--- config.mk ---
export PLATFORM = sky130hd
export DESIGN_NAME = cell_core_mc
export DESIGN_NICKNAME = d
export VERILOG_FILES = /design/src/rtl/cell_core_mc.sv
export SDC_FILE = /design/constraint.sdc
export NUM_CORES = 1
export LEC_CHECK = 0
export CAP_MARGIN = 20
export CORE_ASPECT_RATIO = 0.6
export CORE_MARGIN = 8
export CORE_UTILIZATION = 40
export DETAILED_ROUTE_END_ITERATION = 10
export GPL_TIMING_DRIVEN = 0
export PLACE_DENSITY = 0.69
export SETUP_SLACK_MARGIN = 0.02
export SYNTH_ARGS = -nofsm -noshare
export SYNTH_HDL_FRONTEND = slang
export SYNTH_SLANG_ARGS = --single-unit
--- constraint.sdc ---
create_clock -name clk -period 3.99 [get_ports clk]
set_clock_uncertainty 0.2 [all_clocks]
set_input_delay 0.399 -clock clk [delete_from_list [all_inputs] [get_ports clk]]
set_output_delay 0.399 -clock clk [all_outputs]
set_load 0.01 [all_outputs]
--- src/rtl/cell_core_mc.sv ---
// Per-cell execution core: one broadcast 16-bit instruction per accepted issue, single-cycle
// ALU ops plus an iterative shift-add multiplier behind a valid/ready issue handshake.

module cell_core_alu #(
  parameter int REGISTER_LENGTH = 8
) (
  input  logic [3:0]                 opcode,
  input  logic [REGISTER_LENGTH-1:0] a,
  input  logic [REGISTER_LENGTH-1:0] b,
  input  logic [7:0]                 imm,
  output logic [REGISTER_LENGTH-1:0] result,
  output logic                       we
);
  localparam int RL = REGISTER_LENGTH;

  // 1 MOV, 2 LDI, 3 ADD, 4 SUB, 5 AND, 6 OR, 7 XOR, 8 MUL, 9 SHL, 10 SHR; others are NOPs
  always_comb begin
    result = '0;
    we     = 1'b1;
    case (opcode)
      4'h1:    result = a;
      4'h2:    result = RL'(imm);
      4'h3:    result = a + b;
      4'h4:    result = a - b;
      4'h5:    result = a & b;
      4'h6:    result = a | b;
      4'h7:    result = a ^ b;
      4'h8:    result = a * b;
      4'h9:    result = a << b;
      4'hA:    result = a >> b;
      default: we = 1'b0;
    endcase
  end
endmodule

module cell_core_mc #(
  parameter int X               = 0,
  parameter int Y               = 0,
  parameter int REGISTER_LENGTH = 8,
  parameter int NUM_REGS        = 8,
  parameter int MUL_ENABLE      = 1
) (
  input  logic                       clk,
  input  logic                       rst,
  input  logic [15:0]                instruction,
  input  logic                       issue_valid,
  output logic                       issue_ready,
  input  logic [REGISTER_LENGTH-1:0] i01,
  input  logic [REGISTER_LENGTH-1:0] i10,
  input  logic [REGISTER_LENGTH-1:0] i12,
  input  logic [REGISTER_LENGTH-1:0] i21,
  input  logic [REGISTER_LENGTH-1:0] i11,
  output logic [REGISTER_LENGTH-1:0] nextState,
  output logic                       state_we,
  output logic [REGISTER_LENGTH-1:0] nextVideo,
  output logic                       busy
);
  localparam int RL = REGISTER_LENGTH;
  localparam int CW = $clog2(RL + 1);
  // REG_VIDEO shares the REG_ZERO code: reads give 0, writes land in nextVideo
  localparam int REG_MY = 0, REG_VIDEO = 9, REG_X = 10, REG_Y = 11;
  localparam int REG_XMINUS = 12, REG_XPLUS = 13, REG_YMINUS = 14, REG_YPLUS = 15;
  localparam logic [3:0]    OP_MUL = 4'h8;
  localparam logic [RL-1:0] X_V = RL'(X);
  localparam logic [RL-1:0] Y_V = RL'(Y);

  typedef struct packed {
    logic          en;
    logic [3:0]    tgt;
    logic [RL-1:0] val;
  } wb_t;

  logic [NUM_REGS:1][RL-1:0] regs_q, regs_d;
  logic [RL-1:0]             next_state_q, next_state_d, next_video_q, next_video_d;
  logic [RL-1:0]             mcand_q, mcand_d, mplier_q, mplier_d, acc_q, acc_d, acc_step;
  logic [CW-1:0]             cnt_q, cnt_d;
  logic [3:0]                tgt_q, tgt_d;
  logic                      busy_q, busy_d, state_we_q, state_we_d;
  logic [15:0][RL-1:0]       src;
  logic [RL-1:0]             op_a, op_b, alu_res;
  logic                      alu_we;
  wb_t                       wb;

  always_comb begin
    src = '0;
    src[REG_MY] = i11;
    for (int k = 1; k <= NUM_REGS; k++) src[k] = regs_q[k];
    src[REG_X]      = X_V;
    src[REG_Y]      = Y_V;
    src[REG_XMINUS] = i10;
    src[REG_XPLUS]  = i12;
    src[REG_YMINUS] = i01;
    src[REG_YPLUS]  = i21;
  end

  assign op_a = src[instruction[7:4]];
  assign op_b = src[instruction[3:0]];

  cell_core_alu #(.REGISTER_LENGTH(RL)) u_alu (
    .opcode (instruction[15:12]),
    .a      (op_a),
    .b      (op_b),
    .imm    (instruction[7:0]),
    .result (alu_res),
    .we     (alu_we)
  );

  assign acc_step = mplier_q[0] ? acc_q + mcand_q : acc_q;

  always_comb begin
    regs_d       = regs_q;
    next_state_d = next_state_q;
    next_video_d = next_video_q;
    mcand_d      = mcand_q;
    mplier_d     = mplier_q;
    acc_d        = acc_q;
    cnt_d        = cnt_q;
    tgt_d        = tgt_q;
    busy_d       = busy_q;
    state_we_d   = 1'b0;
    wb           = '0;
    if (busy_q) begin
      acc_d    = acc_step;
      mcand_d  = mcand_q << 1;
      mplier_d = mplier_q >> 1;
      cnt_d    = cnt_q + 1'b1;
      // last iteration writes back on the same edge that drops busy
      if (cnt_q == CW'(RL - 1)) begin
        busy_d = 1'b0;
        cnt_d  = '0;
        wb     = '{en: 1'b1, tgt: tgt_q, val: acc_step};
      end
    end else if (issue_valid) begin
      if (MUL_ENABLE != 0 && instruction[15:12] == OP_MUL) begin
        busy_d   = 1'b1;
        mcand_d  = op_a;
        mplier_d = op_b;
        acc_d    = '0;
        cnt_d    = '0;
        tgt_d    = instruction[11:8];
      end else if (alu_we) begin
        wb = '{en: 1'b1, tgt: instruction[11:8], val: alu_res};
      end
    end
    if (wb.en) begin
      if (wb.tgt == 4'(REG_MY)) begin
        next_state_d = wb.val;
        state_we_d   = 1'b1;
      end
      if (wb.tgt == 4'(REG_VIDEO)) next_video_d = wb.val;
      for (int k = 1; k <= NUM_REGS; k++)
        if (wb.tgt == 4'(k)) regs_d[k] = wb.val;
    end
  end

  always_ff @(posedge clk or posedge rst) begin
    if (rst) begin
      regs_q       <= '0;
      next_state_q <= '0;
      next_video_q <= '0;
      mcand_q      <= '0;
      mplier_q     <= '0;
      acc_q        <= '0;
      cnt_q        <= '0;
      tgt_q        <= '0;
      busy_q       <= 1'b0;
      state_we_q   <= 1'b0;
    end else begin
      regs_q       <= regs_d;
      next_state_q <= next_state_d;
      next_video_q <= next_video_d;
      mcand_q      <= mcand_d;
      mplier_q     <= mplier_d;
      acc_q        <= acc_d;
      cnt_q        <= cnt_d;
      tgt_q        <= tgt_d;
      busy_q       <= busy_d;
      state_we_q   <= state_we_d;
    end
  end

  assign nextState   = next_state_q;
  assign nextVideo   = next_video_q;
  assign state_we    = state_we_q;
  assign busy        = busy_q;
  assign issue_ready = ~busy_q;
endmodule
* Word-level counts from Yosys, hierarchy flattened
Cells that the tools add are included.
** Word-level totals
- Input bits :: 59
- Bits in registers :: 114
- Word-level logic and storage cells :: 96
** Cells by class
- Eq/ne operators :: 20
- Mux-type cells :: 31
- $add $sub $neg :: 4
- Order comparisons :: 2
- Reduce and logical (&&, ||, !) cells :: 16
- Bitwise operators :: 4
- Shift operators :: 2
** Operator list (number)
- 2-to-1 mux 8 bit :: 12
- case mux 8 bit (9 select lines) :: 1
- 2-to-1 mux 13 bit :: 5
- binary-select mux 8 bit (select 4 bit) :: 2
- == test 4 x 3 -> 1 bit, second input constant :: 9
- AND reduction 2 bit :: 11
- == test 4 bit, second input constant :: 5
- adder 8 bit :: 2
- == test 4 x 2 -> 1 bit, second input constant :: 4
- 2-to-1 mux 4 bit :: 4
- less-than comparator 4 x 5 -> 1 bit, second input constant :: 2
- OR reduction 10 bit :: 1
- bitwise AND 8 bit :: 1
- == test 4 x 1 -> 1 bit, second input constant :: 2
- bitwise OR 8 bit :: 1
- left shift 8 x 8 -> 8 bit :: 1
- >> shifter 8 x 8 -> 8 bit :: 1
- subtractor 8 bit :: 1
- XOR 8 bit :: 1
- 2-to-1 mux 1 bit :: 7
- adder 4 x 1 -> 4 bit, second input constant :: 1
- logical NOT 4 bit :: 1
- nonzero test 2 bit :: 2
- AND reduction 3 bit :: 1
- NOT 1 bit :: 1

* Longest topological paths before layout
- Depth in word-level cells :: 11
- Gate-level depth with buffers :: 21
- Gate-level depth less buffers :: 16

* Cells and area by module
A second synthesis with hierarchy kept.
** Second synthesis, totals
- Cell total of the unflattened synthesis :: 907
- Area total of the unflattened synthesis :: 9431.5 µm²
** Modules (own cells, without submodules)
- cell_core_mc :: cells an instance 545, sequential area each 2852.7 µm², times used 1, area each 6683.9 µm²
- cell_core_alu :: cells an instance 362, sequential area each 0.0 µm², times used 1, area each 2747.6 µm²

* Least setup slack after synthesis
No wires, ideal clock.
- Path type :: input port to flip-flop
- Start :: input instruction[1]
- End :: register next_state_q[6] (netlist: nextState[6])
- Path slack :: -0.776 ns
- Cell stages on the path :: 21
- Path buffers :: 5
- Arrival :: 4.442 ns
- Cells stage by stage :: buf_2 > buf_4 > buf_4 > mux4_2 > o22ai_1 > a31o_2 > buf_2 > buf_2 > ha_1 > nor2_1 > xnor2_1 > ha_1 > a21o_1 > a21oi_1 > o21bai_1 > a21oi_1 > xnor2_1 > a221o_1 > nand2_1 > o2111ai_1 > mux2_2
** On the way
- Longest elaborated chain between the ends :: 8
** Ends and longest elaborated chain
- start: declaration :: RTL line 45 : input logic [15:0] instruction,
- binary-select mux 8 bit (select 4 bit) (*) :: RTL line 97 : assign op_b = src[instruction[3:0]];
- 2-to-1 mux 8 bit (implied by the code) (*) :: RTL line 97
- subtractor 8 bit (tied with other cells) :: RTL line 24 : 4'h4: result = a - b;
- case mux 8 bit (9 select lines) (*) :: RTL line 20 : case (opcode)
- 2-to-1 mux 13 bit (*) :: RTL line 141 : end else if (alu_we) begin
- 2-to-1 mux 13 bit (*) :: RTL line 134 : if (MUL_ENABLE != 0 && instruction[15:12] == OP_MUL) begin
- 2-to-1 mux 13 bit (*) :: RTL line 133 : end else if (issue_valid) begin
- 2-to-1 mux 13 bit (*) :: RTL line 122 : if (busy_q) begin
- end signal: assignment :: RTL line 170 : next_state_q <= next_state_d;
- end: declaration :: RTL line 74 : logic [RL-1:0] next_state_q, next_state_d, next_video_q, next_video_d;
Mark *: on every way between the ends. The rest lies on a longest branch, timed or not. The select of a mux whose other input is x is not followed.
A chain may end at the register's enable or synchronous reset.

* Worst setup path after layout
- Start :: register regs_q[48] (netlist name)
- End :: register regs_q[46] (netlist name)
** On the way
- Longest elaborated chain between the ends :: 8
** Ends and longest elaborated chain
- start: declaration :: RTL line 73 : logic [NUM_REGS:1][RL-1:0] regs_q, regs_d;
- start signal: assignment :: RTL line 169 : regs_q <= regs_d;
- binary-select mux 8 bit (select 4 bit) (on tied branches) :: RTL line 96, 97
- 2-to-1 mux 8 bit (on tied branches) :: RTL line 96, 97
- subtractor 8 bit (tied with other cells) :: RTL line 24
- case mux 8 bit (9 select lines) (*) :: RTL line 20
- 2-to-1 mux 13 bit (*) :: RTL line 141
- 2-to-1 mux 13 bit (*) :: RTL line 134
- 2-to-1 mux 13 bit (*) :: RTL line 133
- 2-to-1 mux 13 bit (*) :: RTL line 122
Marks and branches as above.

==> impl_metrics.ini <==
[run_status]
status = complete, but fails checks
violations = setup timing

[timing]
rsz0062_at_grt = true
timing.final.ws_setup_ns = -0.4333
finalCriticalPeriod_ns = 4.423
final-hold-violation-count = 0
clock.fmax_mhz = 226.1
setup_viol = 50
worstMarginPinSlew_ns = 1.109
period_share = 1.109
slew_headroom = 0.2606
drv_slew = 0

[synth]
yosysUniqueCellTypes = 72
yosys-top-cells-count = dfrtp_1, nand2_1, o21ai_0
synth.avg_cell_area_um2 = 9.707
synth_edf_count = 0
yosys_warnings = 0
synth_top_area_frac = 0.3466
synth.most_common_cell = dfrtp_1
synth_top_cell_by_area = dfrtp_1
yosysSeqAreaShare = 0.3466
synth-seq-cells = 114
syn_inst = 848
synthesis.nets = 941
synthTopCellsByArea = dfrtp_1, mux4_2, mux2_2, mux2i_1, o21ai_0
synth_ff_type = dfrtp_1
syn-cell-area_um2 = 8232
async_flop_share = 1.000

[setup_path]
crit_type = reg2reg
reg2reg_from = regs_q[48]$_DFFE_PP0P_
crit_top_cell = a21oi_2
slowest_delay_ns = 0.49
worstPathArrival_ns = 4.53
startpoint = regs_q[48]$_DFFE_PP0P_
worst-path-stages = 17
critPathBufInv = 2
r2r_cells = 17
crit_family = compound AO/OA/AOI/OAI gates
startpoint_type = flop
worst_path_max_delay_cell = mux4_2
critPathCaptureType = flop
cp_max_fo = 5
crit_chain = mux4_2 -> mux2i_1 -> o21a_2 -> buf_8 -> ha_4 -> mux2i_4 -> buf_6 -> fa_2 -> a21o_1 -> a21oi_2 -> o21bai_1 -> a21oi_2 -> xnor2_1 -> a221o_1 -> nand2_4 -> o2111ai_4 -> mux2_4
worstPathRequired_ns = 4.09

[cts]
clock_path_buffers = 2
clk_pin_slew_ns = 0.07
cts_tree = yes
clock_latency_ns = 0.42
cts_buffers = 17
clock_sinks = 114
htreeDepth = 4
cts-root-buf = clkbuf_16

[cells_and_area]
nets = 1076
area_growth_pct = 33.47
regArea_um2 = 2853
final_area_um2 = 10990
fillers = 1756
multi_input_area_um2 = 5553
drive_above_1_share = 0.2651
insertedDiodeCount = 0

[pwr]
p_comb_frac = 0.362
p_leak_nw = 4.743
ir_drop_v = 0.0003094
p_int_mw = 2.997
powerDensity_nw_per_um2 = 443.2
power_mw = 4.869
netSwitchingFraction = 0.3845
power.switching_mw = 1.872
p_seq_frac = 0.312
clkPwrFrac = 0.326

[routing]
vias = 8153
wl_per_cell_um = 25.69
wl_mm = 32.61
ant_nets = 0
avgViaCountPerCell = 6.425
drtPass1Iterations = 7
drtIter0Drc = 1263
drc = 0

[die]
ios = 78
dieArea_um2 = 25580
die_w_um = 201.2
rows = 40
core_area_um2 = 20120
die_y_um = 127.1
initial_core_util = 0.4091

[placement]
post-place-ws_ns = -1.572
port_buffers = 70
placed_area_um2 = 9480
dp_hpwl_mm = 22.54
place.gp.congestion = 0.9809

[global_route]
antenna_found_initial = 0
grt_pass1_wl_mm = 47.81
grt_pass1_vias = 7562
grt-ovfl-total = 0
grt_use_total = 0.2435
grt_max_degree = 72

[min_path]
min_path_type = in2async

[flow_run]
maxCapViolations = 0
==> registers in the layout, indices dropped and copies added, names as in the netlist <==
signal / cells
mplier_q: 8
busy: 1
regs_q: 64
tgt_q: 4
mcand_q: 8
nextState: 8
nextVideo: 8
state_we: 1
cnt_q: 4
acc_q: 8
==> per-layer routing <==
metal / GRT usage / up-vias / routed length (um)
li1: - / 3459 / -
met1: 0.3597 / 4012 / 14370
met2: 0.3061 / 612 / 12260
met3: 0.1169 / 70 / 5260
met4: 0.05819 / 0 / 719
met5: 0 / - / 0
==> layout by cell type, fill, tap and decap left out, types with 9 or more instances in the layout <==
cell | Yosys | final
mux2_2 | 46 | 36
buf_12 | 0 | 11
mux2i_1 | 46 | 45
a22oi_1 | 20 | 19
a21oi_1 | 43 | 38
o21ai_0 | 84 | 67
buf_4 | 3 | 36
nor3_1 | 15 | 13
mux2_4 | 0 | 10
dfrtp_1 | 114 | 114
o21ai_2 | 1 | 13
clkbuf_1 | 30 | 22
xnor2_1 | 14 | 11
inv_1 | 25 | 23
nand3_1 | 22 | 22
nand2b_1 | 11 | 11
o211ai_1 | 9 | 9
clkbuf_16 | 0 | 18
clkdlybuf4s50_1 | 0 | 66
mux4_2 | 35 | 35
nand2_1 | 90 | 88
a22o_1 | 12 | 12
nor2_1 | 63 | 60
ha_1 | 32 | 28
==> path summary, 6_finish.rpt <==
kind                       slack [ns]                     end
max                             -0.43  regs_q[46]$_DFFE_PP0P_
min                              0.17      state_we$_DFF_PP0_
max reg2reg                     -0.43  regs_q[46]$_DFFE_PP0P_
min reg2reg                      0.28    cnt_q[3]$_DFFE_PP0P_
max in group asynchronous        2.70  regs_q[57]$_DFFE_PP0P_
min in group clk                 0.28    cnt_q[3]$_DFFE_PP0P_
==> cells by family (layout without fill, tap and decap cells) <==
group                    after synthesis  in the layout  share of synthesized area
AND/OR/NAND/NOR                      241            241                     0.1348
XOR/XNOR                              18             18                    0.02082
adder cells (fa/ha/maj)               34             34                    0.05350
AO/OA/AOI/OAI                        232            236                     0.1830
flip-flops                           114            114                     0.3466
multiplexers                         128            128                     0.2177
buffers and inverters                 81            225                    0.04362
==> per-stage QoR <==
step,TNS (ns),hold slack [ns],utilization,instances
after floorplan,-4.446,0.2369,-,848
after global placement,-260.52,0.2608,0.4693,1191
after detailed placement,-99.83,0.2686,0.4712,1193
after CTS,-6.638,0.1877,0.5270,1257
after global routing,-15.43,0.2332,0.5461,1269
final,-12.21,0.1708,0.5461,1269
==> what timing repair did <==
| action | CTS | global route |
|---|---|---|
| buffers inserted | 30 | 14 |
| endpoints found under the setup margin | 80 | 70 |
| pin swaps | 24 | 31 |
| gates cloned | 3 | 2 |
| hold buffers | 0 | 0 |
| resized for setup | 67 | 66 |
==> area by class of cell <==
class / instances / share of cell area
clock inverter: 15 / 0.01469
buffer: 49 / 0.03542
multi-input combinational: 657 / 0.5054
inverter: 29 / 0.01162
sequential: 114 / 0.2597
timing repair buffer: 115 / 0.1034
clock buffer: 17 / 0.03872
tap: 273 / 0.03109
==> power by group through the flow <==
stage	sequential, mW	clock, mW	combinational (mW)
after global placement	1.52	0	1.40
after global routing	1.54	1.64	1.88
after detailed placement	1.53	0	1.43
after floorplan	1.49	0	0.975
final	1.52	1.59	1.76
after CTS	1.51	1.58	1.59
==> worst register-to-register path, cell delays in order, from the launching register on <==
cell and delay [ns]:
dfrtp_1 0.41, mux4_2 0.49, mux2i_1 0.22, o21a_2 0.26
buf_8 0.15, ha_4 0.14, mux2i_4 0.07, buf_6 0.13
fa_2 0.39, a21o_1 0.20, a21oi_2 0.19, o21bai_1 0.14
a21oi_2 0.16, xnor2_1 0.08, a221o_1 0.34, nand2_4 0.14
o2111ai_4 0.23, mux2_4 0.37
No activity file was read; power rests on OpenSTA's default activity.
